**src/rtl/rob_param_if.sv**
```systemverilog
// Purpose: the reorder buffer's issue, writeback and retire/recovery signal bundle.
// Latency: wires only, no storage.
// Backpressure: rob_full is the only throttle; the issuer must not assume an issue was accepted while rob_full=1.
// Ports (master = decoder/CDB side, slave = reorder buffer):
//   issue_*   : allocation request and its tag/full responses
//   wb_*      : CDB result broadcast
//   commit_*  : in-order retirement toward the register file
//   flush*    : mispredict recovery
interface rob_param_if #(
  parameter int ROB_BIT = 4,
  parameter int REG_BIT = 5,
  parameter int XLEN    = 32
);
  logic               issue_valid;
  logic [1:0]         issue_type;
  logic [REG_BIT-1:0] issue_rd;
  logic [XLEN-1:0]    issue_pc;
  logic               issue_done;
  logic [XLEN-1:0]    issue_value;
  logic               issue_pred;
  logic [XLEN-1:0]    issue_alt_pc;
  logic [ROB_BIT-1:0] issue_tag;
  logic               rob_full;

  logic               wb_valid;
  logic [ROB_BIT-1:0] wb_tag;
  logic [XLEN-1:0]    wb_value;

  logic               commit_valid;
  logic [REG_BIT-1:0] commit_rd;
  logic [XLEN-1:0]    commit_value;
  logic [ROB_BIT-1:0] commit_tag;
  logic               flush;
  logic [XLEN-1:0]    flush_pc;

  modport master (
    output issue_valid, issue_type, issue_rd, issue_pc, issue_done,
           issue_value, issue_pred, issue_alt_pc,
           wb_valid, wb_tag, wb_value,
    input  issue_tag, rob_full,
           commit_valid, commit_rd, commit_value, commit_tag, flush, flush_pc
  );

  modport slave (
    input  issue_valid, issue_type, issue_rd, issue_pc, issue_done,
           issue_value, issue_pred, issue_alt_pc,
           wb_valid, wb_tag, wb_value,
    output issue_tag, rob_full,
           commit_valid, commit_rd, commit_value, commit_tag, flush, flush_pc
  );
endinterface

```
**src/rtl/rob_param.sv**
```systemverilog
// Purpose: parametrised reorder buffer; in-order allocate, out-of-order writeback, in-order retire with mispredict flush.
// Latency: an entry that is ready in registered state retires on the next edge (commit/flush are registered pulses).
// Backpressure: issues are dropped while rob_full=1; rdy_in=0 freezes all state and masks the pulses.
// Ports: clk_in (clock), rst_in (sync active-high reset), rdy_in (global enable),
//        rob_bus (rob_param_if.slave: issue, writeback, commit and flush groups).
// Optional: define ROB_PERF_CNT_EN to add perf_commits / perf_flushes counter outputs.
module rob_param #(
  parameter int ROB_BIT = 4,
  parameter int REG_BIT = 5,
  parameter int XLEN    = 32
) (
  input  logic        clk_in,
  input  logic        rst_in,
  input  logic        rdy_in,
  rob_param_if.slave  rob_bus
`ifdef ROB_PERF_CNT_EN
  ,
  output logic [31:0] perf_commits,
  output logic [31:0] perf_flushes
`endif
);

  localparam int DEPTH = 1 << ROB_BIT;
  localparam logic [ROB_BIT-1:0] PTR_ONE  = 1;
  localparam logic [ROB_BIT:0]   FULL_CNT = (ROB_BIT+1)'(DEPTH);

  typedef enum logic [1:0] {
    T_ALU    = 2'd0,
    T_BRANCH = 2'd1,
    T_STORE  = 2'd2,
    T_JALR   = 2'd3
  } itype_e;

  // Entry storage. Only busy/ready carry reset; payload is qualified by busy.
  logic [DEPTH-1:0]   busy_q;
  logic [DEPTH-1:0]   ready_q;
  logic [DEPTH-1:0]   pred_q;
  itype_e             type_q  [DEPTH];
  logic [REG_BIT-1:0] rd_q    [DEPTH];
  // value_q holds the retire value (ALU result, branch outcome in bit0, store
  // data, JALR link). alt_q holds the recovery PC: the predicted-wrong path for
  // a BRANCH, or the CDB-computed target for a JALR, so flush_pc is always alt_q.
  logic [XLEN-1:0]    value_q [DEPTH];
  logic [XLEN-1:0]    alt_q   [DEPTH];

  logic [ROB_BIT-1:0] head_q;
  logic [ROB_BIT-1:0] tail_q;
  logic [ROB_BIT:0]   count_q;

  logic               commit_valid_q;
  logic [REG_BIT-1:0] commit_rd_q;
  logic [XLEN-1:0]    commit_value_q;
  logic [ROB_BIT-1:0] commit_tag_q;
  logic               flush_q;
  logic [XLEN-1:0]    flush_pc_q;

  logic               rob_full_w;
  logic               issue_acc;
  logic               wb_hit;
  logic               head_go;
  itype_e             head_type;
  logic               redirect;
  logic               retire_pulse;
  logic [REG_BIT-1:0] commit_rd_d;
  logic [ROB_BIT:0]   cnt_inc;
  logic [ROB_BIT:0]   cnt_dec;

  // Recovery PCs arrive explicitly, so the instruction PC is not needed for
  // retirement; it is reduced into a named sink to keep it on the bus.
  logic unused_issue_pc;
  assign unused_issue_pc = ^rob_bus.issue_pc;

  assign rob_full_w = (count_q == FULL_CNT);
  assign issue_acc  = rob_bus.issue_valid && !rob_full_w;
  assign wb_hit     = rob_bus.wb_valid && busy_q[rob_bus.wb_tag];

  // Retirement decisions look only at registered entry state, so a writeback
  // to the head in cycle N retires at the earliest on the following edge.
  assign head_go   = busy_q[head_q] && ready_q[head_q];
  assign head_type = type_q[head_q];
  assign redirect  = head_go &&
                     ((head_type == T_JALR) ||
                      ((head_type == T_BRANCH) && (value_q[head_q][0] != pred_q[head_q])));

  // A redirecting instruction only shows on the commit port when it has a
  // link register to write (JALR with rd != 0).
  assign retire_pulse = head_go &&
                        (!redirect || ((head_type == T_JALR) && (rd_q[head_q] != '0)));

  assign commit_rd_d = ((head_type == T_ALU) || (head_type == T_JALR)) ? rd_q[head_q] : '0;

  assign cnt_inc = {{ROB_BIT{1'b0}}, issue_acc};
  assign cnt_dec = {{ROB_BIT{1'b0}}, head_go};

  always_ff @(posedge clk_in) begin
    if (rst_in) begin
      head_q         <= '0;
      tail_q         <= '0;
      count_q        <= '0;
      busy_q         <= '0;
      ready_q        <= '0;
      commit_valid_q <= 1'b0;
      commit_rd_q    <= '0;
      commit_value_q <= '0;
      commit_tag_q   <= '0;
      flush_q        <= 1'b0;
      flush_pc_q     <= '0;
    end else begin
      // Pulses last one cycle and are forced low on a frozen cycle.
      commit_valid_q <= 1'b0;
      flush_q        <= 1'b0;
      if (rdy_in) begin
        if (retire_pulse) begin
          commit_valid_q <= 1'b1;
          commit_rd_q    <= commit_rd_d;
          commit_value_q <= value_q[head_q];
          commit_tag_q   <= head_q;
        end
        if (redirect) begin
          // Whole window is wrong-path: drop it together with anything that
          // tried to issue or write back on this same edge.
          flush_q    <= 1'b1;
          flush_pc_q <= alt_q[head_q];
          head_q     <= '0;
          tail_q     <= '0;
          count_q    <= '0;
          busy_q     <= '0;
        end else begin
          if (wb_hit) begin
            ready_q[rob_bus.wb_tag] <= 1'b1;
            if (type_q[rob_bus.wb_tag] == T_JALR)
              alt_q[rob_bus.wb_tag] <= rob_bus.wb_value;
            else
              value_q[rob_bus.wb_tag] <= rob_bus.wb_value;
          end
          if (head_go) begin
            busy_q[head_q] <= 1'b0;
            head_q         <= head_q + PTR_ONE;
          end
          // Tail never equals a retiring head here: that would need a full
          // buffer, and issues are refused while full.
          if (issue_acc) begin
            busy_q[tail_q]  <= 1'b1;
            ready_q[tail_q] <= rob_bus.issue_done;
            pred_q[tail_q]  <= rob_bus.issue_pred;
            type_q[tail_q]  <= itype_e'(rob_bus.issue_type);
            rd_q[tail_q]    <= rob_bus.issue_rd;
            value_q[tail_q] <= rob_bus.issue_value;
            alt_q[tail_q]   <= rob_bus.issue_alt_pc;
            tail_q          <= tail_q + PTR_ONE;
          end
          count_q <= count_q + cnt_inc - cnt_dec;
        end
      end
    end
  end

`ifdef ROB_PERF_CNT_EN
  always_ff @(posedge clk_in) begin
    if (rst_in) begin
      perf_commits <= '0;
      perf_flushes <= '0;
    end else if (rdy_in) begin
      if (retire_pulse) perf_commits <= perf_commits + 32'd1;
      if (redirect)     perf_flushes <= perf_flushes + 32'd1;
    end
  end
`endif

  assign rob_bus.issue_tag    = tail_q;
  assign rob_bus.rob_full     = rob_full_w;
  assign rob_bus.commit_valid = commit_valid_q;
  assign rob_bus.commit_rd    = commit_rd_q;
  assign rob_bus.commit_value = commit_value_q;
  assign rob_bus.commit_tag   = commit_tag_q;
  assign rob_bus.flush        = flush_q;
  assign rob_bus.flush_pc     = flush_pc_q;

endmodule
```
**src/flat_wrapper.sv**
```systemverilog
// flat-port wrapper written by rule: the top's interface ports become plain ports
module rob_param_flat 
#(
  parameter int ROB_BIT = 4,
  parameter int REG_BIT = 5,
  parameter int XLEN    = 32
)
  (clk_in, rst_in, rdy_in, rob_bus_issue_valid, rob_bus_issue_type, rob_bus_issue_rd, rob_bus_issue_pc, rob_bus_issue_done, rob_bus_issue_value, rob_bus_issue_pred, rob_bus_issue_alt_pc, rob_bus_wb_valid, rob_bus_wb_tag, rob_bus_wb_value, rob_bus_issue_tag, rob_bus_rob_full, rob_bus_commit_valid, rob_bus_commit_rd, rob_bus_commit_value, rob_bus_commit_tag, rob_bus_flush, rob_bus_flush_pc);
  rob_param_if #(.ROB_BIT(ROB_BIT), .REG_BIT(REG_BIT), .XLEN(XLEN)) rob_bus_i ();
  input  logic clk_in;
  input  logic rst_in;
  input  logic rdy_in;
  input wire logic [$bits(rob_bus_i.issue_valid)-1:0] rob_bus_issue_valid;
  input wire logic [$bits(rob_bus_i.issue_type)-1:0] rob_bus_issue_type;
  input wire logic [$bits(rob_bus_i.issue_rd)-1:0] rob_bus_issue_rd;
  input wire logic [$bits(rob_bus_i.issue_pc)-1:0] rob_bus_issue_pc;
  input wire logic [$bits(rob_bus_i.issue_done)-1:0] rob_bus_issue_done;
  input wire logic [$bits(rob_bus_i.issue_value)-1:0] rob_bus_issue_value;
  input wire logic [$bits(rob_bus_i.issue_pred)-1:0] rob_bus_issue_pred;
  input wire logic [$bits(rob_bus_i.issue_alt_pc)-1:0] rob_bus_issue_alt_pc;
  input wire logic [$bits(rob_bus_i.wb_valid)-1:0] rob_bus_wb_valid;
  input wire logic [$bits(rob_bus_i.wb_tag)-1:0] rob_bus_wb_tag;
  input wire logic [$bits(rob_bus_i.wb_value)-1:0] rob_bus_wb_value;
  output wire logic [$bits(rob_bus_i.issue_tag)-1:0] rob_bus_issue_tag;
  output wire logic [$bits(rob_bus_i.rob_full)-1:0] rob_bus_rob_full;
  output wire logic [$bits(rob_bus_i.commit_valid)-1:0] rob_bus_commit_valid;
  output wire logic [$bits(rob_bus_i.commit_rd)-1:0] rob_bus_commit_rd;
  output wire logic [$bits(rob_bus_i.commit_value)-1:0] rob_bus_commit_value;
  output wire logic [$bits(rob_bus_i.commit_tag)-1:0] rob_bus_commit_tag;
  output wire logic [$bits(rob_bus_i.flush)-1:0] rob_bus_flush;
  output wire logic [$bits(rob_bus_i.flush_pc)-1:0] rob_bus_flush_pc;
  assign rob_bus_i.issue_valid = rob_bus_issue_valid;
  assign rob_bus_i.issue_type = rob_bus_issue_type;
  assign rob_bus_i.issue_rd = rob_bus_issue_rd;
  assign rob_bus_i.issue_pc = rob_bus_issue_pc;
  assign rob_bus_i.issue_done = rob_bus_issue_done;
  assign rob_bus_i.issue_value = rob_bus_issue_value;
  assign rob_bus_i.issue_pred = rob_bus_issue_pred;
  assign rob_bus_i.issue_alt_pc = rob_bus_issue_alt_pc;
  assign rob_bus_i.wb_valid = rob_bus_wb_valid;
  assign rob_bus_i.wb_tag = rob_bus_wb_tag;
  assign rob_bus_i.wb_value = rob_bus_wb_value;
  assign rob_bus_issue_tag = rob_bus_i.issue_tag;
  assign rob_bus_rob_full = rob_bus_i.rob_full;
  assign rob_bus_commit_valid = rob_bus_i.commit_valid;
  assign rob_bus_commit_rd = rob_bus_i.commit_rd;
  assign rob_bus_commit_value = rob_bus_i.commit_value;
  assign rob_bus_commit_tag = rob_bus_i.commit_tag;
  assign rob_bus_flush = rob_bus_i.flush;
  assign rob_bus_flush_pc = rob_bus_i.flush_pc;
  rob_param #(.ROB_BIT(ROB_BIT), .REG_BIT(REG_BIT), .XLEN(XLEN)) u_core (.clk_in(clk_in), .rst_in(rst_in), .rdy_in(rdy_in), .rob_bus(rob_bus_i));
endmodule
```
**config.mk**
```make
export PLATFORM = sky130hd
export DESIGN_NAME = rob_param_flat
export DESIGN_NICKNAME = d
export VERILOG_FILES = /design/src/rtl/rob_param_if.sv /design/src/rtl/rob_param.sv /design/src/flat_wrapper.sv
export SDC_FILE = /design/constraint.sdc
export NUM_CORES = 2
export LEC_CHECK = 0
export CAP_MARGIN = 10
export CORE_MARGIN = 2
export CORE_UTILIZATION = 43
export CTS_BUF_LIST = sky130_fd_sc_hd__clkbuf_8
export CTS_CLUSTER_DIAMETER = 150
export DETAILED_ROUTE_END_ITERATION = 12
export GPL_TIMING_DRIVEN = 0
export HOLD_SLACK_MARGIN = 0.05
export PLACE_DENSITY = 0.57
export SLEW_MARGIN = 20
export SYNTH_ARGS = -nofsm -noshare
export SYNTH_HDL_FRONTEND = slang
export SYNTH_SLANG_ARGS = --single-unit
```
**constraint.sdc**
```tcl
create_clock -name clk_in -period 7.35 [get_ports clk_in]
set_input_delay 1.1025 -clock clk_in [delete_from_list [all_inputs] [get_ports clk_in]]
set_output_delay 1.1025 -clock clk_in [all_outputs]
set_load 0.1 [all_outputs]
```
Word level (Yosys, flattened, before mapping). Memories as Yosys holds them, arrays and structs flattened. A register that Yosys moved wholly into a read port is not among the register bits. Cells that the tools add are included.

$add $sub $neg: 4. Magnitude comparators: 6. Equal/unequal tests: 5. Mux-type cells: 58. Bitwise operators: 7. Reductions and logical operators: 26.

Operators by type and width (count): $mux W16 (11); $mux W4 (10); $bwmux W16 (2); $or A16 B16 Y16 (2); $mux W1 (26); $and A16 B16 Y16 (1); $bmux W1 S4 (4); $not A16 Y16 (1); $lt A4 B5 Y1 const B (3); $demux W1 S4 (3); $ge A4 B1 Y1 const B (3); $logic_and A1 B1 Y1 (10); $mux W5 (2); $reduce_and A2 Y1 (5); $add A4 B1 Y4 const B (2); $add A5 B1 Y5 (1); $eq A5 B5 Y1 const B (1); $reduce_bool A5 Y1 (1); $sub A5 B1 Y5 (1); $eq A2 B2 Y1 const B (2); $reduce_and A4 Y1 (1); $reduce_bool A2 Y1 (2); $logic_or A1 B1 Y1 (3); $not A1 Y1 (3); 5 further kinds (6).

Register bits: 104. Memory bits (writable): 1136. Bits of input ports: 146. Output and inout bits: 80. Logic and storage cells: 121. Memories: 4.

Memory list: u_core.alt_q (depth 16, bits a word 32, read ports 1, clocked after memory_dff 1, write ports 2, line rob_param.sv:44) `logic [XLEN-1:0] alt_q [DEPTH];`; u_core.value_q (depth 16, bits a word 32, read ports 1, clocked after memory_dff 1, write ports 2, line rob_param.sv:43) `logic [XLEN-1:0] value_q [DEPTH];`; u_core.rd_q (depth 16, bits a word 5, read ports 1, clocked after memory_dff 1, write ports 1, line rob_param.sv:39) `logic [REG_BIT-1:0] rd_q [DEPTH];`; u_core.type_q (depth 16, bits a word 2, read ports 2, clocked after memory_dff 1, write ports 1, line rob_param.sv:38) `itype_e type_q [DEPTH];`.

Longest topological paths before layout.
Depth in word-level cells: 13. Depth in mapped cells: 17. Depth with buffers taken out: 16.

Worst setup path before layout. Ideal clock, no wire load.

Kind: register to register. From: register u_core.count_q[3]. To: memory u_core.alt_q[6][0] (enable). Setup time: 0.499 ns. Data arrival time: 5.525 ns. Required time: 6.851 ns. Setup slack: 1.326 ns. Stages on the path, launching flop included: 10. Buffers on the path: 3. Period minus slack after synthesis: 6.024 ns. Cell sequence: dfxtp_1 > inv_1 > ha_1 > nor4bb_1 > nand2b_1 > clkbuf_1 > nor4_4 > buf_4 > buf_6 > o21bai_1.

RTL lines: start, declared (line rob_param.sv:48) `logic [ROB_BIT:0] count_q;`; start signal, assigned (line rob_param.sv:152) `count_q <= count_q + cnt_inc - cnt_dec;`; end, declared (line rob_param.sv:44).

==> results by group <==
Run status
  – Status: finished, violations left
  – Violated checks: setup timing

Layout
  – Area grow syn2layout: 16.2%
  – Final Cell Area: 0.0726 mm^2
  – Share of layout cells above drive strength 1: 40.2%
  – Final net count: 4273
  – Fillers: 12207
  – Register Area: 0.0371 mm^2
  – Post-layout util: 50.4%
  – Area of the multi-input gates: 0.0238 mm^2

Worst setup path
  – Reg2reg path depth: 14
  – CP Launch Type: flop
  – Arrival time worst endpoint: 8.02 ns
  – Critical Path End: u_core.alt_q[5][28]$_DFFE_PP_
  – FF-to-FF End: u_core.alt_q[5][28]$_DFFE_PP_
  – Critical path class: flop to flop
  – R2R setup slack: -0.02 ns
  – Worst endpoint required time: 8.00 ns
  – Crit path max fanout: 16
  – Critical Path Sink Type: flop

Timing
  – Slew Viols, Final: 0
  – Peak Freq: 136 MHz
  – Final hold vios: 0
  – Crit path time final: 7.37 ns
  – Final critical-path share of the clock period: 100%
  – Worst setup margin: -0.0173 ns
  – Hold Slack: 0.478 ns
  – Final setup violation count: 5
  – Slew HR: 14.0%
  – Setup TNS: -0.0546 ns
  – Worst Max-Slew Pin Slew: 1.29 ns
  – RSZ-0062 raised after global routing: no
  – Max Clock Skew: 0.0553 ns

Global routing
  – First-pass GRT wire length: 298000 um
  – Initial antenna violation count: 17
  – GRT overflow: 0
  – Vias in the first global route: 38230
  – Largest net degree at the start of global routing: 33
  – GRT Util Overall: 29.1%

Clock network
  – CTS buffer count: 214
  – CTS Hold Bufs: 0
  – Clock root buffer: clkbuf_8
  – CTS H-tree lvls: 4
  – Clk slew on worst S/H paths: 0.07 ns
  – CTS max path bufs: 3
  – TritonCTS clock tree: done
  – Skew-Pair Late Insertion Delay: 0.98 ns
  – Number of clock sinks: 1276
  – Gates resized, CTS repair: 5
  – Setup bufs post-CTS: 0

Synthesis
  – Fraction of registers with async set or reset after synthesis: 0%
  – Mapped Area: 0.0625 mm^2
  – Synth area leader: edfxtp_1
  – Most frequent cell after synthesis: edfxtp_1
  – Post-synthesis mux area share: 32.3%
  – Post-Syn Instances: 3645
  – Synth Area per Inst: 17.2 um^2
  – Synth cell count leaders: 1152 x edfxtp_1, 803 x mux2_2, 362 x mux4_2
  – Synth warnings: 0
  – Post-Synth XOR/XNOR Area: 0.110%
  – Unique masters post-synth: 58
  – Post-synth top area share: 55.3%
  – Ys flop type: edfxtp_1
  – Post-Synth Simple-Gate Area: 2.20%
  – Post-Syn Nets: 3808
  – Post-synthesis compound-gate area fraction: 2.45%
  – Largest family of logic cells by synthesized area: multiplexers
  – Adder-Cell Fraction of Synth Area: 0.352%
  – Post-synthesis sequential area ratio: 59.3%
  – Synth area leaders: edfxtp_1 55%, mux2_2 14%, mux4_2 13%, mux2_1 4.0%, dfxtp_1 4.0%
  – Post-synth EDFFs: 1152
  – Synthesized flop and latch total: 1276

Routing
  – Via/cell ratio: 6.10
  – Routed wire per std cell: 34.8 um
  – Vias: 37902
  – Drt pass-1 iters: 5
  – Drt total wl: 216000 um
  – Detail Route Antenna Nets: 0
  – Drt first-iter violations: 4331
  – Drc violations: 0

Power and ir drop
  – Lkg Pwr: 0.0229 uW
  – VDD IR max: 138 uV
  – Pwr/cell area: 210 mW/mm^2

Floorplanning
  – Die ar.: 0.148 mm^2
  – Die Height: 385 um
  – Num rows: 139
  – Starting density of the core: 43.4%
  – IO Pins: 226
  – Core box area: 0.144 mm^2
  – DIE WIDTH: 385 um

Min path
  – HP Class: flop to flop

Job
  – Max_cap viols: 0

Placement
  – Hpwl dp: 150000 um
  – Placement Cell Area: 0.0685 mm^2
  – RD Place Congestion: 0.883
  – I/O Buffers: 190
flip-flops by register name (all words and copies together), names as in the netlist, 4 cells and up, named ones only:
name / flops
u_core.alt_q: 512
u_core.busy_q: 16
u_core.count_q: 5
u_core.head_q: 4
u_core.pred_q: 16
u_core.rd_q: 80
u_core.ready_q: 16
u_core.rob_bus.commit_rd: 5
u_core.rob_bus.commit_tag: 4
u_core.rob_bus.commit_value: 32
u_core.rob_bus.flush_pc: 32
u_core.rob_bus.issue_tag: 4
u_core.type_q: 32
u_core.value_q: 512
through the flow:
stage	worst slack [ns]	total power, uW	instances
finish	-0.0173	15200	6210
global route	0.00797	15700	6203
CTS	0.139	15300	6199
detailed placement	-1.03	9230	5799
global placement	-3.86	9200	5738
floorplan	1.33	8800	3645
routing by layer:
metal	GRT usage, %	vias up	wire length (um)
met1	39.9	19955	89500
met2	46.0	1936	100000
met5	0	-	22
li1	-	15598	-
met3	6.40	409	18600
met4	10.1	4	7770
worst min-delay path by stage:
stage	from	end	cells after the start
6_report	u_core.rob_bus.flush_pc[20]$_SDFFE_PP0P_	u_core.rob_bus.flush_pc[20]$_SDFFE_PP0P_	2
2_1_floorplan	u_core.busy_q[15]$_SDFFE_PP0P_	u_core.busy_q[15]$_SDFFE_PP0P_	2
5_1_grt	u_core.rob_bus.flush_pc[16]$_SDFFE_PP0P_	u_core.rob_bus.flush_pc[16]$_SDFFE_PP0P_	2
4_1_cts	u_core.rob_bus.flush_pc[20]$_SDFFE_PP0P_	u_core.rob_bus.flush_pc[20]$_SDFFE_PP0P_	2
3_3_place_gp	u_core.rob_bus.commit_rd[2]$_SDFFE_PP0P_	u_core.rob_bus.commit_rd[2]$_SDFFE_PP0P_	2
3_5_place_dp	u_core.rob_bus.flush_pc[8]$_SDFFE_PP0P_	u_core.rob_bus.flush_pc[8]$_SDFFE_PP0P_	2
kinds of logic (layout without fill, tap and decap cells):
| logic type | Yosys count | in the layout |
|---|---|---|
| multiplexers | 1436 | 1436 |
| buffers and inverters | 433 | 1084 |
| AO/OA/AOI/OAI | 234 | 234 |
| adder cells (fa/ha/maj) | 17 | 17 |
| other | 0 | 11 |
| flip-flops | 1276 | 1276 |
| AND/OR/NAND/NOR | 242 | 242 |
| XOR/XNOR | 7 | 7 |
critical path, stage by stage, from the launching register on:
cell      delay (ns)
dfxtp_1         0.33
clkbuf_1        0.67
clkbuf_2        0.56
clkbuf_1        0.71
clkbuf_2        0.56
mux4_2          0.59
ha_1            0.30
o211ai_1        0.22
o211ai_4        0.28
nor4_4          0.78
buf_2           0.60
buf_4           0.49
o21bai_4        0.41
buf_16          0.25
buf_16          0.18
area by class of cell:
type	instances	share of cell area, %
buffer	407	2.75
tap	1903	3.28
multi-input combinational	1936	32.8
antenna	11	0.0379
clock buffer	237	4.49
inverter	24	0.124
timing repair buffer	251	4.40
clock inverter	165	1.10
sequential	1276	51.1
report_power, final:
part,internal (uW),switching [uW]
clock network,3060,3080
registers,7960,20.8
logic,454,656
total,11500,3750
cells in the final DEF (no fill, tap or decap), types with 29 or more instances in the layout:
| master | count |
|---|---|
| edfxtp_1 | 1152 |
| clkbuf_1 | 232 |
| mux2i_1 | 46 |
| dfxtp_1 | 124 |
| nand3_1 | 51 |
| nand2_1 | 62 |
| inv_1 | 106 |
| buf_6 | 36 |
| mux2_2 | 803 |
| mux4_2 | 362 |
| clkinv_1 | 51 |
| clkbuf_8 | 237 |
| a21oi_1 | 57 |
| o21ai_0 | 59 |
| mux2_1 | 224 |
| nor2_1 | 64 |
| buf_2 | 106 |
| clkdlybuf4s50_1 | 190 |
| buf_12 | 29 |
Note: power is estimated with default switching activity, not from simulation.
